==> src/rtl/prog_loader.sv <==
// prog_loader: nibble-serial program loader for the instruction memory.
// Host handshakes nibbles in 4-phase; a checksum closes each load.
module prog_loader #(
    parameter int IMEM_SZ     = 16,
    parameter int SYNC_STAGES = 2
) (
    input  logic       clk,
    input  logic       rst_n,
    input  logic       load_req_in,
    input  logic [3:0] nib_in,
    input  logic       nib_strobe_in,
    output logic       ack_out,
    output logic       imem_we_out,
    output logic [3:0] imem_addr_out,
    output logic [7:0] imem_data_out,
    output logic       cpu_hold_out,
    output logic       busy_out,
    output logic       done_out,
    output logic       err_out
);

    typedef enum logic [3:0] {
        S_IDLE, S_LO, S_HI, S_WRITE, S_CS_LO,
        S_CS_HI, S_CHECK, S_DONE, S_ERR
    } state_e;

    localparam logic [3:0] LAST = 4'(IMEM_SZ - 1);

    state_e                 state_q, state_d;
    logic [SYNC_STAGES-1:0] load_sync_q, stb_sync_q;
    logic                   load_prev_q, stb_prev_q;
    logic                   ack_q, ack_d;
    logic [3:0]             cnt_q, cnt_d;
    logic [7:0]             cs_q, cs_d;
    logic [7:0]             data_q, data_d;

    logic load_s, stb_s;
    logic load_rise, load_fall, stb_rise;
    logic in_load, nib_state, capture;

    assign load_s    = load_sync_q[SYNC_STAGES-1];
    assign stb_s     = stb_sync_q[SYNC_STAGES-1];
    assign load_rise = load_s & ~load_prev_q;
    assign load_fall = ~load_s & load_prev_q;
    assign stb_rise  = stb_s & ~stb_prev_q;

    assign in_load = (state_q == S_LO) || (state_q == S_HI) ||
                     (state_q == S_WRITE) || (state_q == S_CS_LO) ||
                     (state_q == S_CS_HI) || (state_q == S_CHECK);

    assign nib_state = (state_q == S_LO) || (state_q == S_HI) ||
                       (state_q == S_CS_LO) || (state_q == S_CS_HI);

    // An abort in the same cycle as a strobe edge wins; nibble is dropped.
    assign capture = stb_rise & ~ack_q & nib_state & ~load_fall;

    // Pin synchronizers, edge-detect history and FSM/datapath registers.
    always_ff @(posedge clk or negedge rst_n) begin
        if (!rst_n) begin
            load_sync_q <= '0;
            stb_sync_q  <= '0;
            load_prev_q <= 1'b0;
            stb_prev_q  <= 1'b0;
            state_q     <= S_IDLE;
            ack_q       <= 1'b0;
            cnt_q       <= '0;
            cs_q        <= '0;
            data_q      <= '0;
        end else begin
            load_sync_q <= {load_sync_q[SYNC_STAGES-2:0], load_req_in};
            stb_sync_q  <= {stb_sync_q[SYNC_STAGES-2:0], nib_strobe_in};
            load_prev_q <= load_s;
            stb_prev_q  <= stb_s;
            state_q     <= state_d;
            ack_q       <= ack_d;
            cnt_q       <= cnt_d;
            cs_q        <= cs_d;
            data_q      <= data_d;
        end
    end

    // Next-state, nibble assembly, checksum and handshake logic.
    always_comb begin
        state_d = state_q;
        cnt_d   = cnt_q;
        cs_d    = cs_q;
        data_d  = data_q;
        ack_d   = ack_q;

        if (capture)
            ack_d = 1'b1;
        else if (ack_q && !stb_s)
            ack_d = 1'b0;

        if (in_load && load_fall) begin
            state_d = S_ERR;
        end else begin
            unique case (state_q)
                S_IDLE, S_DONE, S_ERR: begin
                    if (load_rise) begin
                        state_d = S_LO;
                        cnt_d   = '0;
                        cs_d    = '0;
                    end
                end
                S_LO: begin
                    if (capture) begin
                        data_d[3:0] = nib_in;
                        state_d     = S_HI;
                    end
                end
                S_HI: begin
                    if (capture) begin
                        data_d[7:4] = nib_in;
                        state_d     = S_WRITE;
                    end
                end
                S_WRITE: begin
                    cs_d = cs_q + data_q;
                    if (cnt_q == LAST) begin
                        state_d = S_CS_LO;
                    end else begin
                        cnt_d   = cnt_q + 4'd1;
                        state_d = S_LO;
                    end
                end
                S_CS_LO: begin
                    if (capture) begin
                        data_d[3:0] = nib_in;
                        state_d     = S_CS_HI;
                    end
                end
                S_CS_HI: begin
                    if (capture) begin
                        data_d[7:4] = nib_in;
                        state_d     = S_CHECK;
                    end
                end
                S_CHECK: begin
                    state_d = (data_q == cs_q) ? S_DONE : S_ERR;
                end
                default: state_d = S_IDLE;
            endcase
        end
    end

    assign ack_out       = ack_q;
    assign imem_we_out   = (state_q == S_WRITE);
    assign imem_addr_out = cnt_q;
    assign imem_data_out = data_q;
    assign busy_out      = in_load;
    assign done_out      = (state_q == S_DONE);
    assign err_out       = (state_q == S_ERR);
    assign cpu_hold_out  = in_load | (state_q == S_ERR);

endmodule
==> config.mk <==
export PLATFORM = sky130hd
export DESIGN_NAME = prog_loader
export DESIGN_NICKNAME = d
export VERILOG_FILES = /design/src/rtl/prog_loader.sv
export SDC_FILE = /design/constraint.sdc
export NUM_CORES = 1
export LEC_CHECK = 0
export CORE_ASPECT_RATIO = 1.75
export CORE_MARGIN = 3
export CORE_UTILIZATION = 45
export DETAILED_ROUTE_END_ITERATION = 10
export GPL_TIMING_DRIVEN = 0
export PLACE_DENSITY = 0.68
export SLEW_MARGIN = 20
export SYNTH_ARGS = -nofsm -noshare
export SYNTH_HDL_FRONTEND = slang
export SYNTH_SLANG_ARGS = --single-unit
==> constraint.sdc <==
create_clock -name clk -period 3.6 [get_ports clk]
set_input_delay 0.9 -clock clk [delete_from_list [all_inputs] [get_ports clk]]
set_output_delay 0.9 -clock clk [all_outputs]
set_load 0.05 [all_outputs]
==> metrics.txt <==
number of diodes=0; Syn Area/Cell=10.02 µm²; total gr overflow=0; worst path arrival time=2.48 ns; Post-synth EDFFs=0; Clock power frac=14.5%; Static Leakage=0.9080 nW; Setup Fix Bufs, Post-CTS=0; Syn Std Cell Area=0.001753 mm²; Mapped Cells=175; Die H=88.57 µm; CTS buffer count=5; most frequent cells in the layout=dfrtp_1 (31), clkdlybuf4s50_1 (23), nand2_1 (22), o21ai_0 (15), a21oi_1 (10); max-slew violation count=0; Hold Fails Final Rpt=0; Root Driver=clkbuf_8; most common cell after layout, fill and taps aside=dfrtp_1; Area growth syn-to-layout=22.27%; Top FF cell, synth=dfrtp_1; Hold Crit Depth=0; Slew headroom=39.91%; main area contributors after synthesis=dfrtp_1 (44%), ha_1 (5.7%), nand2_1 (4.7%), o21ai_0 (4.3%), mux2_4 (3.4%); CTS tree=done; P_sw=0.0008616 W; Int Power=0.0009586 W; Post-route DRC=0; maximum clock frequency=295.9 MHz; # port buffers=25; Hold Path End=stb_sync_q[1]$_DFF_PN0_; Sink Count=31; ANT nets after route=0; # IOs=26; worst slew pin tran=0.8986 ns; Ys Warns=0; status=finished clean; pin count of the biggest net entering global routing=32; total die area=0.004710 mm²; startpoint types=flip-flop; total wire length=4172 µm; detailed placement HPWL=3061 µm; r2r endpoint=imem_data_out[4]$_DFFE_PN0P_; Yosys top cell area share=44.25%; async set or reset register ratio after synthesis=100.0%; total negative setup slack=0 ns; vias in the first global route=1598; share of layout cells above drive strength 1=11.54%; clock skew=0.005500 ns; CP max FO=9; initial antenna violation count=0; first-pass GRT wire length=7251 µm; max capacitance violation total=0; routed len/inst=16.43 µm; hold buffers post-CTS=0; Initial Util=47.36%; R2R depth=4; DR vias=1468; Clock H-tree levels=2; Critical R2R Launch=load_prev_q$_DFF_PN0_; CTS Buffer Depth=2; Final period util=93.87%; Switching Share=47.34%; final non-filler cell total=254; later-pin clock latency in the skew report=0.28 ns; site row count=29; Layout Nets=224; Core ar.=0.003701 mm²; crit path capture type=primary output; Fill cells=339; VDD IR-drop max=0.6778 mV; Synth area leader=dfrtp_1; Seq/Total Area, Yosys=44.25%; #FFs+latches synth=31; Place WS=0.4268 ns; RSZ-0062 raised after global routing=no; Setup Crit Path Kind=flip-flop to primary output; placed insts=246; Post-Syn Nets=192; Tot GR Track Use=20.86%; post_cts resized=0; Worst-path clk slew=0.07 ns; Setup WS post-layout=0.2206 ns; die width=53.18 µm; critical path data required time=2.70 ns; final setup vio count=0; r2r setup slk=1.37 ns; PwrDens=849.2 mW/mm²; Via-to-Cell Ratio=5.780; hold_sp=stb_sync_q[0]$_DFF_PN0_; sequential power share=29.9%; unique cell type count in the Yosys netlist=45; min cycle time layout=3.379 ns; Gate power share=55.6%; initial DRC count=56; HP Class=flip-flop to flip-flop; gpl congestion=0.8527; drt pass-1 iters=4
==> per-stage QoR <==
stage | hold slack, ns | instance area (µm²) | util, % | power (W)
2_1_floorplan | 0.3312 | 1753 | - | 0.001252
5_1_grt | 0.3575 | 2143 | 57.91 | 0.001942
3_5_place_dp | 0.3381 | 2056 | 55.54 | 0.001562
4_1_cts | 0.3527 | 2140 | 57.81 | 0.001834
3_3_place_gp | 0.3316 | 2061 | 55.68 | 0.001534
6_report | 0.3486 | 2143 | 57.91 | 0.001820
==> metal layers <==
| metal | track usage [%] | wire length [µm] | part of all wire [%] | vias to the layer above |
|---|---|---|---|---|
| met4 | 11.40 | 124 | 3.0 | 0 |
| li1 | - | - | - | 697 |
| met2 | 37.56 | 2235 | 54 | 54 |
| met3 | 3.710 | 183 | 4.4 | 10 |
| met5 | 0 | 0 | 0 | - |
| met1 | 22.19 | 1629 | 39 | 707 |
==> worst max path at each step <==
stage               slack [ns]            to                   start
global route              0.06   imem_we_out  state_q[0]$_DFFE_PN0P_
floorplan                 0.76  cpu_hold_out  state_q[0]$_DFFE_PN0P_
CTS                        0.1  cpu_hold_out  state_q[0]$_DFFE_PN0P_
finish                    0.22   imem_we_out  state_q[1]$_DFFE_PN0P_
detailed placement        0.43  cpu_hold_out  state_q[0]$_DFFE_PN0P_
global placement          0.50  cpu_hold_out  state_q[0]$_DFFE_PN0P_
==> layout make-up <==
cell class / count / area (µm²) / share of cell area [%]
well taps: 46 / 57.56 / 2.685
clock inverters: 3 / 15.01 / 0.7005
flip-flops and latches: 31 / 775.7 / 36.19
clock buffers: 5 / 68.82 / 3.211
plain buffers: 8 / 38.79 / 1.810
inverters: 4 / 15.01 / 0.7005
repair buffers: 25 / 247.7 / 11.56
multi-input cells: 132 / 924.6 / 43.14
==> power by group through the flow <==
stage	combinational (W)	clock, W	sequential, W
6_report	0.00101	0.000264	0.000545
2_1_floorplan	0.000544	0	0.000708
5_1_grt	0.00109	0.000291	0.000560
4_1_cts	0.00102	0.000273	0.000546
3_3_place_gp	0.000989	0	0.000545
3_5_place_dp	0.00101	0	0.000553
==> state kept, by name, summed over array words and instances, names as in the netlist <==
register,count
ack_out,1
cs_q,8
imem_addr_out,4
imem_data_out,8
load_prev_q,1
load_sync_q,2
state_q,4
stb_prev_q,1
stb_sync_q,2
==> cell families after synthesis <==
family	count (synthesis)	synth area share [%]
buf+inv	12	2.998
flops	31	44.25
fa+ha+maj	9	6.853
compound gates	46	16.63
simple gates	62	19.77
mux	8	5.996
xor+xnor	7	3.498
==> critical path, cell delays in order, from the launching register on <==
cell and delay, ns:
dfrtp_1 0.43, nand2_1 0.12, or3_1 0.31, clkbuf_1 0.24, inv_1 0.26, clkdlybuf4s50_1 0.85
==> synthesized netlist by cell type, drive strengths merged (3+ instances only) <==
| master | n |
|---|---|
| and2 | 3 |
| dfrtp | 31 |
| clkbuf | 7 |
| o21ai | 15 |
| inv | 4 |
| nor3 | 3 |
| nand3 | 5 |
| nor2b | 4 |
| a21oi | 10 |
| o2bb2ai | 3 |
| o211ai | 4 |
| mux2 | 8 |
| o31ai | 5 |
| xnor2 | 6 |
| nand2 | 22 |
| nor2 | 6 |
| ha | 8 |
| or3 | 3 |
Power figures use the tool's default switching activity.
